<file path="src/rtl/psram_video_pkg.sv">
// Shared types and constants for the PSRAM video read/write paths.
// Geometry helpers let each block derive its own constants from its parameters.
package psram_video_pkg;

  typedef enum logic [2:0] {
    IDLE,
    WAIT_ROOM,
    CMD,
    DATA,
    FRAME_END
  } fetch_state_t;

  // Defaults for the 640x480, 16-beat burst configuration
  localparam int BPL      = 640 / 2;
  localparam int BPF      = BPL * 480;
  localparam int ADDR_INC = 16 * 4;

  // One beat carries two 24-bit pixels in 32-bit slots
  localparam int PIX_BITS = 24;
  localparam int PIX0_LSB = 0;
  localparam int PIX1_LSB = 32;

  function automatic int calc_bpl(input int h_pixels);
    return h_pixels / 2;
  endfunction

  function automatic int calc_bpf(input int h_pixels, input int v_lines);
    return (h_pixels / 2) * v_lines;
  endfunction

  function automatic int calc_addr_inc(input int burst_beats);
    return burst_beats * 4;
  endfunction

endpackage

</file>
<file path="src/rtl/frame_pos_counter.sv">
// Beat-in-line and line position tracker for one video frame.
// line_last/frame_last describe the beat currently being stepped.
module frame_pos_counter #(
  parameter int BPL   = 320,
  parameter int LINES = 480
) (
  input  logic clk,
  input  logic rst_n,
  input  logic clear,
  input  logic step,
  output logic line_last,
  output logic frame_last
);

  localparam int BEAT_W = $clog2(BPL + 1);
  localparam int LINE_W = $clog2(LINES + 1);

  logic [BEAT_W-1:0] beat_cnt;
  logic [LINE_W-1:0] line_cnt;

  assign line_last  = (beat_cnt == BEAT_W'(BPL - 1));
  assign frame_last = line_last && (line_cnt == LINE_W'(LINES - 1));

  always_ff @(posedge clk) begin
    if (!rst_n) begin
      beat_cnt <= '0;
      line_cnt <= '0;
    end else if (clear) begin
      beat_cnt <= '0;
      line_cnt <= '0;
    end else if (step) begin
      if (line_last) begin
        beat_cnt <= '0;
        line_cnt <= frame_last ? '0 : line_cnt + LINE_W'(1);
      end else begin
        beat_cnt <= beat_cnt + BEAT_W'(1);
      end
    end
  end

endmodule

</file>
<file path="src/rtl/psram_frame_fetch.sv">
// Frame-buffer read scheduler: issues PSRAM burst reads when the pixel FIFO has
// room for a whole burst and tags returned beats with tuser/tlast.
//
// state     | meaning
// ----------+-----------------------------------------------------
// IDLE      | stopped, waiting for enable
// WAIT_ROOM | waiting until the FIFO can absorb one full burst
// CMD       | read command presented, waiting for cmd_ready
// DATA      | collecting the beats of the outstanding burst
// FRAME_END | one-cycle frame wrap-up, enable decides restart
module psram_frame_fetch
  import psram_video_pkg::*;
#(
  parameter int DQ_WIDTH      = 16,
  parameter int ADDR_WIDTH    = 21,
  parameter int H_PIXELS      = 640,
  parameter int V_LINES       = 480,
  parameter int BURST_BEATS   = 16,
  parameter int FIFO_WR_DEPTH = 1024,
  parameter int FIFO_MARGIN   = 32
) (
  input  logic                    psram_clock,
  input  logic                    rst_n,
  input  logic                    enable,
  input  logic [ADDR_WIDTH-1:0]   frame_base,
  input  logic [9:0]              fifo_wnum,
  output logic                    cmd_valid,
  input  logic                    cmd_ready,
  output logic [ADDR_WIDTH-1:0]   cmd_addr,
  input  logic                    rd_valid,
  input  logic [4*DQ_WIDTH-1:0]   rd_data,
  output logic                    in_ese_axis_tvalid,
  output logic                    in_ese_axis_tuser,
  output logic                    in_ese_axis_tlast,
  output logic [4*DQ_WIDTH-1:0]   in_ese_axis_tdata,
  output logic                    frame_done,
  output logic                    busy,
  output logic                    err_stray
);

  localparam int LINE_BEATS  = calc_bpl(H_PIXELS);
  localparam int BURST_WORDS = calc_addr_inc(BURST_BEATS);
  localparam int BC_W        = $clog2(BURST_BEATS + 1);

  fetch_state_t state, state_nxt;

  logic [ADDR_WIDTH-1:0] addr_r;
  logic [BC_W-1:0]       burst_cnt;
  logic                  first_r;
  logic                  room_ok;
  logic                  start_frame;
  logic                  beat_in;
  logic                  line_last;
  logic                  frame_last;

  // 11-bit sum so a nearly full FIFO cannot wrap into a false "room" result
  assign room_ok = ({1'b0, fifo_wnum} + 11'(BURST_BEATS)) <= 11'(FIFO_WR_DEPTH - FIFO_MARGIN);

  assign beat_in     = (state == DATA) && rd_valid;
  assign start_frame = enable && ((state == IDLE) || (state == FRAME_END));
  assign cmd_addr    = addr_r;
  assign busy        = (state != IDLE);

  frame_pos_counter #(
    .BPL   (LINE_BEATS),
    .LINES (V_LINES)
  ) u_pos (
    .clk        (psram_clock),
    .rst_n      (rst_n),
    .clear      (start_frame),
    .step       (beat_in),
    .line_last  (line_last),
    .frame_last (frame_last)
  );

  always_comb begin
    state_nxt = state;
    cmd_valid = 1'b0;
    case (state)
      IDLE:      if (enable) state_nxt = WAIT_ROOM;
      WAIT_ROOM: if (room_ok) state_nxt = CMD;
      CMD: begin
        cmd_valid = 1'b1;
        if (cmd_ready) state_nxt = DATA;
      end
      DATA: begin
        if (rd_valid && (burst_cnt == BC_W'(1)))
          state_nxt = frame_last ? FRAME_END : WAIT_ROOM;
      end
      FRAME_END: state_nxt = enable ? WAIT_ROOM : IDLE;
      default:   state_nxt = IDLE;
    endcase
  end

  always_ff @(posedge psram_clock) begin
    if (!rst_n) begin
      state              <= IDLE;
      addr_r             <= '0;
      burst_cnt          <= '0;
      first_r            <= 1'b0;
      in_ese_axis_tvalid <= 1'b0;
      in_ese_axis_tuser  <= 1'b0;
      in_ese_axis_tlast  <= 1'b0;
      in_ese_axis_tdata  <= '0;
      frame_done         <= 1'b0;
      err_stray          <= 1'b0;
    end else begin
      state      <= state_nxt;
      frame_done <= (state == FRAME_END);
      err_stray  <= err_stray | (rd_valid && (state != DATA));

      if (start_frame) begin
        addr_r  <= frame_base;
        first_r <= 1'b1;
      end else if (cmd_valid && cmd_ready) begin
        addr_r    <= addr_r + ADDR_WIDTH'(BURST_WORDS);
        burst_cnt <= BC_W'(BURST_BEATS);
      end else if (beat_in) begin
        burst_cnt <= burst_cnt - BC_W'(1);
        first_r   <= 1'b0;
      end

      in_ese_axis_tvalid <= beat_in;
      in_ese_axis_tuser  <= beat_in && first_r;
      in_ese_axis_tlast  <= beat_in && line_last;
      if (beat_in) in_ese_axis_tdata <= rd_data;
    end
  end

endmodule
</file>
<file path="config.mk">
export PLATFORM = sky130hd
export DESIGN_NAME = psram_frame_fetch
export DESIGN_NICKNAME = d
export VERILOG_FILES = /design/src/rtl/psram_video_pkg.sv /design/src/rtl/frame_pos_counter.sv /design/src/rtl/psram_frame_fetch.sv
export SDC_FILE = /design/constraint.sdc
export NUM_CORES = 1
export LEC_CHECK = 0
export CAP_MARGIN = 20
export CORE_ASPECT_RATIO = 1.5
export CORE_MARGIN = 3
export CORE_UTILIZATION = 44
export DETAILED_ROUTE_END_ITERATION = 12
export GPL_TIMING_DRIVEN = 0
export PLACE_DENSITY = 0.81
export SETUP_SLACK_MARGIN = 0.1
export SLEW_MARGIN = 5
export SYNTH_ARGS = -nofsm -noshare
export SYNTH_HDL_FRONTEND = slang
export SYNTH_SLANG_ARGS = --single-unit
</file>
<file path="constraint.sdc">
create_clock -name psram_clock -period 2.2 [get_ports psram_clock]
set_input_delay 0.44 -clock psram_clock [delete_from_list [all_inputs] [get_ports psram_clock]]
set_output_delay 0.44 -clock psram_clock [all_outputs]
set_load 0.02 [all_outputs]
</file>
# Word-level counts from Yosys, hierarchy flattened
# Index checks and enable logic that the tools add are counted.
# Widths: inputs -> output; s select.
word_totals:
  elab_cells: 70
  reg_bits: 117
  out_inout_bits: 92
classes:
  n_eq_ne: 13
  add_sub_neg: 5
  muxes: 17
  n_bitwise: 3
  n_lt_le_gt_ge: 1
  n_reduce_logical: 19
ops:
  columns: ["op", "count"]
  rows:
  - ["$mux 21", 2]
  - ["$add 21x7->21 const B", 1]
  - ["$add 9x1->9 const B", 2]
  - ["$eq 9x9->1 const B", 2]
  - ["$mux 9", 2]
  - ["$mux 3", 5]
  - ["$pmux 3 s5", 1]
  - ["$add 10x5->11 const B", 1]
  - ["$le 11x10->1 const B", 1]
  - ["$mux 5", 2]
  - ["$logic_and 1x1->1", 8]
  - ["$ne 2x2->1 const B", 4]
  - ["$eq 3x2->1 const B", 2]
  - ["$reduce_and 2->1", 3]
  - ["$reduce_bool 2->1", 3]
  - ["$eq 5x1->1 const B", 1]
  - ["$mux 1", 5]
  - ["$sub 5x1->5 const B", 1]
  - ["$reduce_and 4->1", 1]
  - ["$eq 3x1->1 const B", 1]
  - ["$eq 3x3->1 const B", 1]
  - ["$logic_not 3->1", 1]
  - ["$ne 3x2->1 const B", 1]
  - ["$reduce_bool 3->1", 1]
  - ["other kinds (5)", 6]

# Logic depth before layout (Yosys ltp)
logic_depth:
  word_depth: 5
  mapped_depth: 7
  mapped_depth_nobuf: 5

# By module
# Synthesis repeated with hierarchy kept, for this count alone.
unflattened:
  hier_cells: 612
  hier_area_um2: 4952.2
by_module_without_submodules:
  columns: ["module", "cells_per_inst", "area_per_inst_um2", "instances"]
  rows:
  - ["psram_frame_fetch", 502, 4013.8, 1]
  - ["frame_pos_counter", 110, 938.4, 1]

# Worst setup path after synthesis
# OpenSTA, ideal clock, no wires.
synth_timing:
  path_type: "register -> register"
  from: "register addr_r[6] (netlist: cmd_addr[6])"
  to: "register addr_r[20] (netlist: cmd_addr[20])"
  path_stages_with_launch: 6
  path_slack_ns: 0.285
  arrival_ns: 1.841
  setup_ns: 0.074
  path_cell_list: "dfxtp_1 -> ha_1 -> and3_1 -> nand2_1 -> or4b_2 -> a31oi_1"
synth_via:
  elab_chain_cells: 3
synth_lines:
  columns: ["item", "line", "text"]
  rows:
  - ["from (decl)", "psram_frame_fetch.sv:47", "logic [ADDR_WIDTH-1:0] addr_r;"]
  - ["from (signal assigned)", "psram_frame_fetch.sv:113", "addr_r <= frame_base;"]
  - ["from (signal assigned)", "psram_frame_fetch.sv:116", "addr_r <= addr_r + ADDR_WIDTH'(BURST_WORDS);"]
  - ["$add 21x7->21", "psram_frame_fetch.sv:116", null]
  - ["$mux 21", "psram_frame_fetch.sv:115", "end else if (cmd_valid && cmd_ready) begin"]
  - ["$mux 21", "psram_frame_fetch.sv:112", "if (start_frame) begin"]
# Every way passes these cells. The select of a mux whose other input is x is not followed.
# A chain may end at the register's enable or synchronous reset.

# Final worst setup path
layout_timing:
  from: "register state[0]"
  to: "output busy"
layout_via:
  elab_chain_cells: 1
layout_lines:
  columns: ["item", "line", "text"]
  rows:
  - ["from (decl)", "psram_frame_fetch.sv:45", "fetch_state_t state, state_nxt;"]
  - ["from (signal assigned)", "psram_frame_fetch.sv:108", "state <= state_nxt;"]
  - ["$reduce_bool 3->1", "psram_frame_fetch.sv:62", "assign busy = (state != IDLE);"]
  - ["to (decl)", "psram_frame_fetch.sv:37", "output logic busy,"]
# Every way passes these cells.

==> qor.csv <==
metric,value,unit
clk_pin_slew,0.05,ns
cts_tree,yes,
p_leak,2.63,nW
drt_iter0_markers,309,
p_total,5.93,mW
peakVddDrop,0.000610,V
yosysSeqAreaShare,48.4,%
numPortBuffers,190,
viasPerCell,5.40,
synth_warnings,0,
switchingPower,1.46,mW
cp-start-kind,flop,
grt_pass1_vias,5273,
syn2layout_area_growth,55.9,%
timing.rr.start,u_pos.line_cnt[0]$_SDFFE_PP0P_,
dp_hpwl,11700,microns
multi_input_area,2320,sq um
cap_violations,0,
insertion_delay,0.41,ns
cp_max_fo,10,
clock_power_share,48.1,%
wirelength,15900,microns
seqPwrFrac,38.5,%
grt_overflow,0,
synth_area_per_cell,8.03,sq um
wl_per_cell,16.4,microns
coreArea,10600,sq um
p_per_area,785,nW/um^2
cts.sinks,117,
crit_start,state[0]$_SDFFE_PN0P_,
rsz0062_at_grt,no,
drtPass1Iterations,5,
num_io_pins,192,
dp.cells,937,
stdcell_area,7550,sq um
numCtsBuffers,17,
drc_errors,0,
synth.distinct_cells,54,
regArea,2340,sq um
ys_async_sr_fraction,0,%
maxSlewHeadroom,59.6,%
rows,46,
synth_area,4840,sq um
synth_edf_count,0,
die_height,134,microns
cpPeakStageDelay,0.37,ns
dp_slack,-0.276,ns
synthCells,603,
cp_cell_sequence,buf_2 -> or3_1 -> dlygate4sd2_1,
layout.cells.non_filler,969,
status,"finished, final reports clean",
cp-end-kind,primary output,
min_period,2.03,ns
die_area,12300,sq um
hp-class,reg2reg,
via_count,5237,
place_area,6920,sq um
fmax,492,MHz
track_usage,25.5,%
criticalPathCategory,reg2out,
hold_violations,0,
swShare,24.7,%
min-delay-start,in_ese_axis_tdata[26]$_SDFFE_PN0P_,
gp_congestion,0.957,
synth_nets,710,
cts.htree.levels,4,
drv_slew,0,
grt_first_pass_wirelength,25100,microns
setup_ws,0.166,ns
antennaDiodeCount,0,
drtAntennaViolNets,0,
pwr-share-comb,13.4,%
layout-drive-gt1-share,6.30,%
layout.nets,919,
synthFlopType,dfxtp_1,
worstPathRequired,1.76,ns
slowest_stage,or3_1,
finalSetupViolCount,0,
worstMarginPinSlew,0.605,ns
post-route-util,70.9,%
cts_root_buf,clkbuf_16,
internal_power,4.47,mW
cts.path.max_buffers,2,
crit_arrival,1.59,ns
timing.final.crit_share,92.5,%
antenna_found_initial,0,
fin_worst_skew,0.00676,ns
initial_core_util,45.5,%
grt_max_degree,17,
dieWidth,91.7,microns
n_fill_cell,789,
hold_buffers,0,
ys_ff_latch,117,
-- cell usage in the layout, fill, tap and decap left out, types with 3 or more instances in the layout --
cell type,count
clkinvlp_4,5
a31oi_1,7
nor3_1,4
or3_1,3
and3_1,7
inv_1,6
nor4_1,9
and2_1,3
o21ai_0,9
o31ai_1,3
ha_1,6
nand3b_1,4
nor2_1,35
nand4_1,10
nand3_1,16
buf_1,7
a21oi_1,94
xor2_1,11
nand4b_1,4
clkdlybuf4s50_1,188
clkbuf_2,3
buf_2,3
a22oi_1,6
nand2_1,166
or3b_2,3
bufinv_16,3
clkbuf_8,4
dfxtp_1,115
mux2i_1,4
or4_1,4
clkbuf_16,17
clkbuf_1,25
-- layer usage --
metal	wire length [microns]	vias up	GRT usage, %
met5	0	-	0
met1	5550	2417	25.7
met2	8130	262	45.0
li1	-	2506	-
met4	673	0	13.8
met3	1560	52	9.59
-- repair_timing --
item,in CTS,in global routing
resized for setup,2,9
endpoints found under the setup margin,2,13
setup buffers,0,0
-- area by class of cell --
class	instances	area share [%]
timing repair buffer	190	25.2
tap	144	2.39
buffer	39	2.22
clock buffer	21	6.23
clock inverter	11	1.99
sequential	117	31.1
multi-input combinational	441	30.7
inverter	6	0.298
-- sequential cells by signal (all words and copies together) (netlist names) --
register            count
err_stray               1
in_ese_axis_tvalid      1
cmd_addr               21
u_pos.beat_cnt          9
in_ese_axis_tuser       1
burst_cnt               5
frame_done              1
state                   3
in_ese_axis_tlast       1
in_ese_axis_tdata      64
first_r                 1
u_pos.line_cnt          9
-- worst paths after layout --
kind	slack (ns)	cells after the start	endpoint
worst max-delay path	0.17	3	busy
worst min-delay path	0.45	2	in_ese_axis_tdata[26]$_SDFFE_PN0P_
worst max register to register	0.19	5	state[2]$_SDFFE_PN0P_
worst min register to register	0.45	2	in_ese_axis_tdata[26]$_SDFFE_PN0P_
-- Yosys cell counts (9+ instances only) --
library cell	count	share of area (%)
a21oi_1	94	9.7
buf_1	9	0.70
clkbuf_1	25	1.9
dfxtp_1	117	48
nand2_1	166	13
nand3_1	16	1.7
nand4_1	10	1.3
nor2_1	35	2.7
nor4_1	9	1.2
o21ai_0	10	1.0
xor2_1	11	2.0
-- cell families after synthesis --
kind of cell	Yosys count	synth area share, %
compound gates	134	15.5
xor+xnor	13	2.35
fa+ha+maj	7	1.81
buf+inv	45	3.85
flops	117	48.4
mux	4	0.827
simple gates	283	27.3
-- worst max-delay path: cells and delay by family (launching register included) --
kind                   cells  cell delay [ns]
DFF                        1             0.32
buffers and inverters      2             0.50
and+or+nand+nor            1             0.37
-- power groups by stage --
stage / clock (mW) / combinational, mW / sequential (mW)
2_1_floorplan: 0 / 0.283 / 2.39
3_3_place_gp: 0 / 0.771 / 2.32
3_5_place_dp: 0 / 0.788 / 2.32
4_1_cts: 2.87 / 0.792 / 2.28
5_1_grt: 2.98 / 0.853 / 2.29
6_report: 2.85 / 0.794 / 2.28
-- through the flow --
stage	setup TNS (ns)	hold WS, ns
3_3_place_gp	-8.37	0.441
4_1_cts	0	0.447
3_5_place_dp	-11.11	0.446
2_1_floorplan	0	0.444
5_1_grt	0	0.474
6_report	0	0.450
(Power assumes the default switching activity.)
